### config.mk
export PLATFORM = sky130hd
export DESIGN_NAME = sigmoid_arbiter_flat
export DESIGN_NICKNAME = d
export VERILOG_FILES = /design/src/rtl/sigmoid_arbiter_pkg.sv /design/src/rtl/sigmoid_arbiter_if.sv /design/src/rtl/sigmoid_arbiter_rr_pick.sv /design/src/rtl/sigmoid_arbiter.sv /design/src/flat_wrapper.sv
export SDC_FILE = /design/constraint.sdc
export NUM_CORES = 1
export LEC_CHECK = 0
export BUFFER_PORTS_ARGS = -buffer_cell sky130_fd_sc_hd__buf_2
export CAP_MARGIN = 10
export CORE_MARGIN = 8
export CORE_UTILIZATION = 48
export DETAILED_ROUTE_END_ITERATION = 8
export HOLD_SLACK_MARGIN = 0.03
export PLACE_DENSITY = 0.95
export SETUP_SLACK_MARGIN = 0.4
export SYNTH_ARGS = -nofsm -noshare
export SYNTH_HDL_FRONTEND = slang
export SYNTH_HIERARCHICAL = 1
export SYNTH_SLANG_ARGS = --single-unit
### constraint.sdc
create_clock -name clk -period 7.3 [get_ports clk]
set_input_delay 0.365 -clock clk [delete_from_list [all_inputs] [get_ports clk]]
set_output_delay 0.365 -clock clk [all_outputs]
set_load 0.01 [all_outputs]
### src/rtl/sigmoid_arbiter_pkg.sv
// sigmoid_arb_pkg: shared types and constants for the sigmoid arbiter.
//   arb_state_t  - arbiter FSM state encoding
//   FP_ONE_HALF  - IEEE-754 single 0.5, sigmoid(0)
//   RNE          - round-to-nearest-even rounding-mode code
package sigmoid_arb_pkg;
   typedef enum logic [1:0] {IDLE, ISSUE, WAIT, RESP} arb_state_t;
   localparam logic [31:0] FP_ONE_HALF = 32'h3F000000;
   localparam logic [2:0]  RNE         = 3'b000;
endpackage

### src/rtl/sigmoid_arbiter_if.sv
// sigmoid_arbiter_if: requester-side bus of the sigmoid arbiter.
//   req_valid/req_data/req_ready    - operand handshake, one lane per requester
//   resp_valid/resp_data/resp_ready - result handshake, data shared by all lanes
// master = requesters, slave = arbiter.
interface sigmoid_arbiter_if #(
   parameter int NUM_REQ = 4,
   parameter int DATA_W  = 32
);
   logic [NUM_REQ-1:0]        req_valid;
   logic [NUM_REQ*DATA_W-1:0] req_data;
   logic [NUM_REQ-1:0]        req_ready;
   logic [NUM_REQ-1:0]        resp_valid;
   logic [DATA_W-1:0]         resp_data;
   logic [NUM_REQ-1:0]        resp_ready;

   modport master (output req_valid, req_data, resp_ready,
                   input  req_ready, resp_valid, resp_data);
   modport slave  (input  req_valid, req_data, resp_ready,
                   output req_ready, resp_valid, resp_data);
endinterface

### src/rtl/sigmoid_arbiter_rr_pick.sv
// rr_pick: combinational round-robin picker.
//   req_i - request vector
//   ptr_i - highest-priority index
//   gnt_o - one-hot grant (0 when no request)
//   idx_o - index of the granted bit
//   any_o - at least one request present
module rr_pick #(
   parameter int NUM_REQ = 4
) (
   input  logic [NUM_REQ-1:0]         req_i,
   input  logic [$clog2(NUM_REQ)-1:0] ptr_i,
   output logic [NUM_REQ-1:0]         gnt_o,
   output logic [$clog2(NUM_REQ)-1:0] idx_o,
   output logic                       any_o
);
   localparam int IDX_W = $clog2(NUM_REQ);

   // Scan from farthest to nearest offset so the nearest hit wins.
   always_comb begin
      gnt_o = '0;
      idx_o = '0;
      any_o = |req_i;
      for (int k = NUM_REQ - 1; k >= 0; k--) begin
         if (req_i[IDX_W'((int'(ptr_i) + k) % NUM_REQ)]) begin
            gnt_o = '0;
            gnt_o[IDX_W'((int'(ptr_i) + k) % NUM_REQ)] = 1'b1;
            idx_o = IDX_W'((int'(ptr_i) + k) % NUM_REQ);
         end
      end
   end
endmodule

### src/rtl/sigmoid_arbiter.sv
// sigmoid_arbiter: shares one fixed-latency sigmoid unit among NUM_REQ
// requesters in round-robin order.
//   clk, rst        - clock, synchronous active-high reset
//   round_mode      - rounding mode, forwarded to sig_round_mode
//   bus (slave)     - requester operand/result handshakes
//   sig_in_x        - operand to the sigmoid unit (held while busy)
//   sig_in_valid    - one-cycle start pulse
//   sig_out         - sigmoid result, valid SIG_LATENCY cycles after start
//   busy            - FSM not in IDLE
//   perf_ops/perf_stall - only with SIGMOID_ARB_PERF_EN defined:
//                     completed operations / cycles a non-granted requester waited
module sigmoid_arbiter
   import sigmoid_arb_pkg::*;
#(
   parameter int NUM_REQ     = 4,
   parameter int DATA_W      = 32,
   parameter int SIG_LATENCY = 28
) (
   input  logic              clk,
   input  logic              rst,
   input  logic [2:0]        round_mode,
   sigmoid_arbiter_if.slave  bus,
   output logic [DATA_W-1:0] sig_in_x,
   output logic              sig_in_valid,
   output logic [2:0]        sig_round_mode,
   input  logic [DATA_W-1:0] sig_out,
   output logic              busy
`ifdef SIGMOID_ARB_PERF_EN
   ,
   output logic [31:0]       perf_ops,
   output logic [31:0]       perf_stall
`endif
);
   localparam int IDX_W = $clog2(NUM_REQ);
   localparam int CNT_W = $clog2(SIG_LATENCY + 1);

   arb_state_t         state_q, state_d;
   logic [IDX_W-1:0]   rr_ptr_q, rr_ptr_d;
   logic [IDX_W-1:0]   gnt_q, gnt_d;
   logic [DATA_W-1:0]  op_q, op_d;
   logic [DATA_W-1:0]  res_q, res_d;
   logic [CNT_W-1:0]   cnt_q, cnt_d;

   logic [NUM_REQ-1:0] pick_gnt;
   logic [IDX_W-1:0]   pick_idx;
   logic               pick_any;
   logic [DATA_W-1:0]  req_word [NUM_REQ];

   for (genvar i = 0; i < NUM_REQ; i++) begin : g_word
      assign req_word[i] = bus.req_data[i*DATA_W +: DATA_W];
   end

   rr_pick #(.NUM_REQ(NUM_REQ)) u_pick (
      .req_i (bus.req_valid),
      .ptr_i (rr_ptr_q),
      .gnt_o (pick_gnt),
      .idx_o (pick_idx),
      .any_o (pick_any)
   );

   always_comb begin
      state_d        = state_q;
      rr_ptr_d       = rr_ptr_q;
      gnt_d          = gnt_q;
      op_d           = op_q;
      res_d          = res_q;
      cnt_d          = cnt_q;
      bus.req_ready  = '0;
      bus.resp_valid = '0;
      bus.resp_data  = '0;
      sig_in_valid   = 1'b0;
      case (state_q)
         IDLE: begin
            if (pick_any) begin
               bus.req_ready = pick_gnt;
               gnt_d         = pick_idx;
               op_d          = req_word[pick_idx];
               state_d       = ISSUE;
            end
         end
         ISSUE: begin
            sig_in_valid = 1'b1;
            cnt_d        = CNT_W'(SIG_LATENCY);
            state_d      = WAIT;
         end
         WAIT: begin
            // cnt==1 lands exactly SIG_LATENCY edges after the ISSUE edge.
            if (cnt_q == CNT_W'(1)) begin
               res_d   = sig_out;
               cnt_d   = '0;
               state_d = RESP;
            end else begin
               cnt_d = cnt_q - CNT_W'(1);
            end
         end
         RESP: begin
            bus.resp_valid[gnt_q] = 1'b1;
            bus.resp_data         = res_q;
            if (bus.resp_ready[gnt_q]) begin
               rr_ptr_d = (gnt_q == IDX_W'(NUM_REQ - 1)) ? '0 : gnt_q + IDX_W'(1);
               state_d  = IDLE;
            end
         end
         default: state_d = IDLE;
      endcase
   end

   always_ff @(posedge clk) begin
      if (rst) begin
         state_q  <= IDLE;
         rr_ptr_q <= '0;
         gnt_q    <= '0;
         op_q     <= '0;
         res_q    <= '0;
         cnt_q    <= '0;
      end else begin
         state_q  <= state_d;
         rr_ptr_q <= rr_ptr_d;
         gnt_q    <= gnt_d;
         op_q     <= op_d;
         res_q    <= res_d;
         cnt_q    <= cnt_d;
      end
   end

   // Operand only changes on the grant edge, so it stays stable through WAIT.
   assign sig_in_x       = op_q;
   assign sig_round_mode = round_mode;
   assign busy           = (state_q != IDLE);

`ifdef SIGMOID_ARB_PERF_EN
   logic [31:0] perf_ops_q, perf_stall_q;
   logic        op_done, stall;

   assign op_done = (state_q == RESP) && bus.resp_ready[gnt_q];
   assign stall   = (state_q != IDLE) &&
                    |(bus.req_valid & ~(NUM_REQ'(1) << gnt_q));

   always_ff @(posedge clk) begin
      if (rst) begin
         perf_ops_q   <= '0;
         perf_stall_q <= '0;
      end else begin
         if (op_done && (perf_ops_q != '1))  perf_ops_q   <= perf_ops_q + 32'd1;
         if (stall && (perf_stall_q != '1))  perf_stall_q <= perf_stall_q + 32'd1;
      end
   end

   assign perf_ops   = perf_ops_q;
   assign perf_stall = perf_stall_q;
`endif
endmodule

### src/flat_wrapper.sv
// flat-port wrapper written by rule: the top's interface ports become plain ports
module sigmoid_arbiter_flat import sigmoid_arb_pkg::*;
#(
   parameter int NUM_REQ     = 4,
   parameter int DATA_W      = 32,
   parameter int SIG_LATENCY = 28
)
  (clk, rst, round_mode, sig_in_x, sig_in_valid, sig_round_mode, sig_out, busy, bus_req_valid, bus_req_data, bus_resp_ready, bus_req_ready, bus_resp_valid, bus_resp_data);
  sigmoid_arbiter_if #(.NUM_REQ(NUM_REQ), .DATA_W(DATA_W)) bus_i ();
  input  logic clk;
  input  logic rst;
  input  logic [2:0] round_mode;
  output logic [DATA_W-1:0] sig_in_x;
  output logic sig_in_valid;
  output logic [2:0] sig_round_mode;
  input  logic [DATA_W-1:0] sig_out;
  output logic busy;
  input wire logic [$bits(bus_i.req_valid)-1:0] bus_req_valid;
  input wire logic [$bits(bus_i.req_data)-1:0] bus_req_data;
  input wire logic [$bits(bus_i.resp_ready)-1:0] bus_resp_ready;
  output wire logic [$bits(bus_i.req_ready)-1:0] bus_req_ready;
  output wire logic [$bits(bus_i.resp_valid)-1:0] bus_resp_valid;
  output wire logic [$bits(bus_i.resp_data)-1:0] bus_resp_data;
  assign bus_i.req_valid = bus_req_valid;
  assign bus_i.req_data = bus_req_data;
  assign bus_i.resp_ready = bus_resp_ready;
  assign bus_req_ready = bus_i.req_ready;
  assign bus_resp_valid = bus_i.resp_valid;
  assign bus_resp_data = bus_i.resp_data;
  sigmoid_arbiter #(.NUM_REQ(NUM_REQ), .DATA_W(DATA_W), .SIG_LATENCY(SIG_LATENCY)) u_core (.clk(clk), .rst(rst), .round_mode(round_mode), .bus(bus_i), .sig_in_x(sig_in_x), .sig_in_valid(sig_in_valid), .sig_round_mode(sig_round_mode), .sig_out(sig_out), .busy(busy));
endmodule
==> metrics.txt <==
status=complete, no violations; Worst setup SP type=flip-flop; post-CTS setup buffer count=0; initial core utilization=48.7%; Seq/Total Area, Yosys=34.0%; Hold-fix buffers, CTS=0; Lkg Pwr=2.69 nW; core area=0.00906 mm²; Max Fclk=257 MHz; Yosys warnings=6; final slew viol count=0; final non-filler cell total=842; Synth Area per Inst=8.78 µm²; Max-cap violations=0; Cell Area, Synth=0.00442 mm²; ys flop type=dfxtp_1; FF+latch area=0.00150 mm²; Mapped Nets=694; Filler cells=741; final worst slack=3.42 ns; Arrival @ worst endpoint=4.08 ns; most used cell, CP=mux4_2; placed cells=820; Final Hold Fails=0; Detailed Place HPWL=11600 µm; total congestion overflow=0; overall routing resource usage=22.6%; number of flops mapped to enable cells by yosys=0; Routed Antenna Nets=0; Post-CTS Resized=0; most frequent cells after synthesis=143 x nand2_1, 75 x dfxtp_1, 72 x a21oi_1; dominant cell type by area after synthesis=dfxtp_1; RSZ-0062 raised after global routing=false; clock skew=0.0106 ns; post-synthesis cell count=503; DRC=0; largest net degree at the start of global routing=78; Worst-path clk slew=0.09 ns; vias in the first global route=4524; crit-path cells=inv_1, ha_1, mux4_2, and2b_1, o21ai_0, o21ai_4, buf_4, mux4_2, nand2_1, a21oi_1; worst-margin pin slew=1.17 ns; Sink Count=75; # port buffers=243; first-pass iteration count of the detailed router=4; Final Core Density=64.5%; P&R area growth vs syn=32.4%; IO Count=250; Die Span X=112 µm; initial antenna violation count=6; worst vdd ir=107 µV; cell row count=35; clock buffer count from CTS=9; # setup viols final=0; min Tclk post-route=3.88 ns; CTS tree=done; library cells used by synthesis=40; #FFs+latches synth=75; later-pin clock latency in the skew report=0.34 ns; Clock Root Buffer=clkbuf_8; Crit Path Category=flip-flop to flip-flop; relative slew slack=21.8%; CP max stage delay=0.73 ns; Synth top area share=34.0%; routability congestion estimate=0.874; most numerous cell in the Yosys netlist=nand2_1; CP endpoint kind=flip-flop; Final Total Pwr=0.00143 W; vias per cell=5.40; fin crit share=53.2%; CTS H-tree depth=3; Total Wirelength=14600 µm; pre-CTS setup slack=3.40 ns; Power per Cell Area=245 mW/mm²; layout cell share with drive strength beyond 1=42.6%; first-pass GRT wire length=23000 µm; Die ar.=0.0125 mm²; setup TNS=0 ns; Min-Delay Path Class=input port to flip-flop; top post-synthesis cells by area=dfxtp_1 34%, mux4_2 18%, nand2_1 12%; Die Y=112 µm; Critical-path top delay cell=dfxtp_1; Crit path required time=7.50 ns; Multi-input gate area=0.00269 mm²; Worst Path Max Fanout=33; async set-or-reset flop fraction in the synthesized netlist=0%; vias=4546; clk buf depth=2; nets@finish=911; starting DRC count in detailed routing=347; Avg WL per Cell=17.4 µm
[layer usage]
metal  up-vias  GRT usage, %  part of all wire, %
met5         -             0                    0
met4         0          13.0                  4.4
met3        47          8.77                  9.6
met2       254          38.2                   50
met1      2081          23.5                   35
li1       2164             -                    -
[critical path, delay by kind of cell, from the launching register on]
kind	cells	cell delay (ns)
adders and majority gates	1	0.49
buffers and inverters	2	0.74
DFF	1	0.73
AOI/OAI and AO/OA	3	0.33
and+or+nand+nor	2	0.40
muxes	2	1.03
[state kept, by name (all words and copies together), names as in the netlist]
register / cells
u_core/state_q: 2
u_core/sig_in_x: 32
u_core/rr_ptr_q: 2
u_core/gnt_q: 2
u_core/cnt_q: 5
u_core/res_q: 32
[area by class of cell]
| cell class | instances | share of cell area, % |
|---|---|---|
| Tap cell | 111 | 2.37 |
| Multi-Input combinational cell | 374 | 46.1 |
| Clock buffer | 9 | 2.12 |
| Sequential cell | 75 | 25.7 |
| Antenna cell | 6 | 0.257 |
| Timing Repair Buffer | 247 | 21.3 |
| Inverter | 13 | 0.834 |
| Clock inverter | 7 | 1.39 |
[cells by family after synthesis]
family	after synthesis	synth area share [%]
buffers and inverters	54	5.55
and+or+nand+nor	215	22.4
adders and majority gates	18	5.10
AOI/OAI and AO/OA	98	13.0
muxes	43	20.0
DFF	75	34.0
[stage by stage]
stage	instance area (µm²)	hold slack, ns
final	5850	0.252
after global routing	5850	0.235
after CTS	5830	0.236
after detailed placement	5630	0.443
after global placement	5630	0.438
after floorplan	4420	0.432
[cell usage in the layout (no fill, tap or decap), types with 2 or more instances in the layout]
master and n:
or3_1 2, nand3_1 2, nand2b_1 7, diode_2 6, buf_2 243, nand2_1 143, a22oi_1 2, and3_1 5
nor2b_1 4, a221oi_1 4, nor3_1 2, o21ai_0 7, ha_1 18, and2_1 37, mux2i_1 6, dfxtp_1 75
clkbuf_8 9, buf_4 4, o31ai_1 3, nor3_2 2, inv_6 4, mux4_2 36, a21oi_1 71, nor2_1 6
inv_1 13
[power by group]
group | internal, W | switching, W
Combinational | 0.000246 | 0.000319
Sequential | 0.000481 | 0.0000512
Clock | 0.000164 | 0.000169
Total | 0.000891 | 0.000539
[path summary, 6_finish.rpt]
path | start | endpoint | slack, ns | cells after the start
worst min-delay path | sig_out[10] | u_core/res_q[10] | 0.25 | 3
worst min register to register | u_core/sig_in_x[31] | u_core/sig_in_x[31] | 0.45 | 2
worst max register to register | u_core/rr_ptr_q[0] | u_core/sig_in_x[22] | 3.42 | 10
worst max-delay path | u_core/rr_ptr_q[0] | u_core/sig_in_x[22] | 3.42 | 10
(Power assumes the default switching activity.)
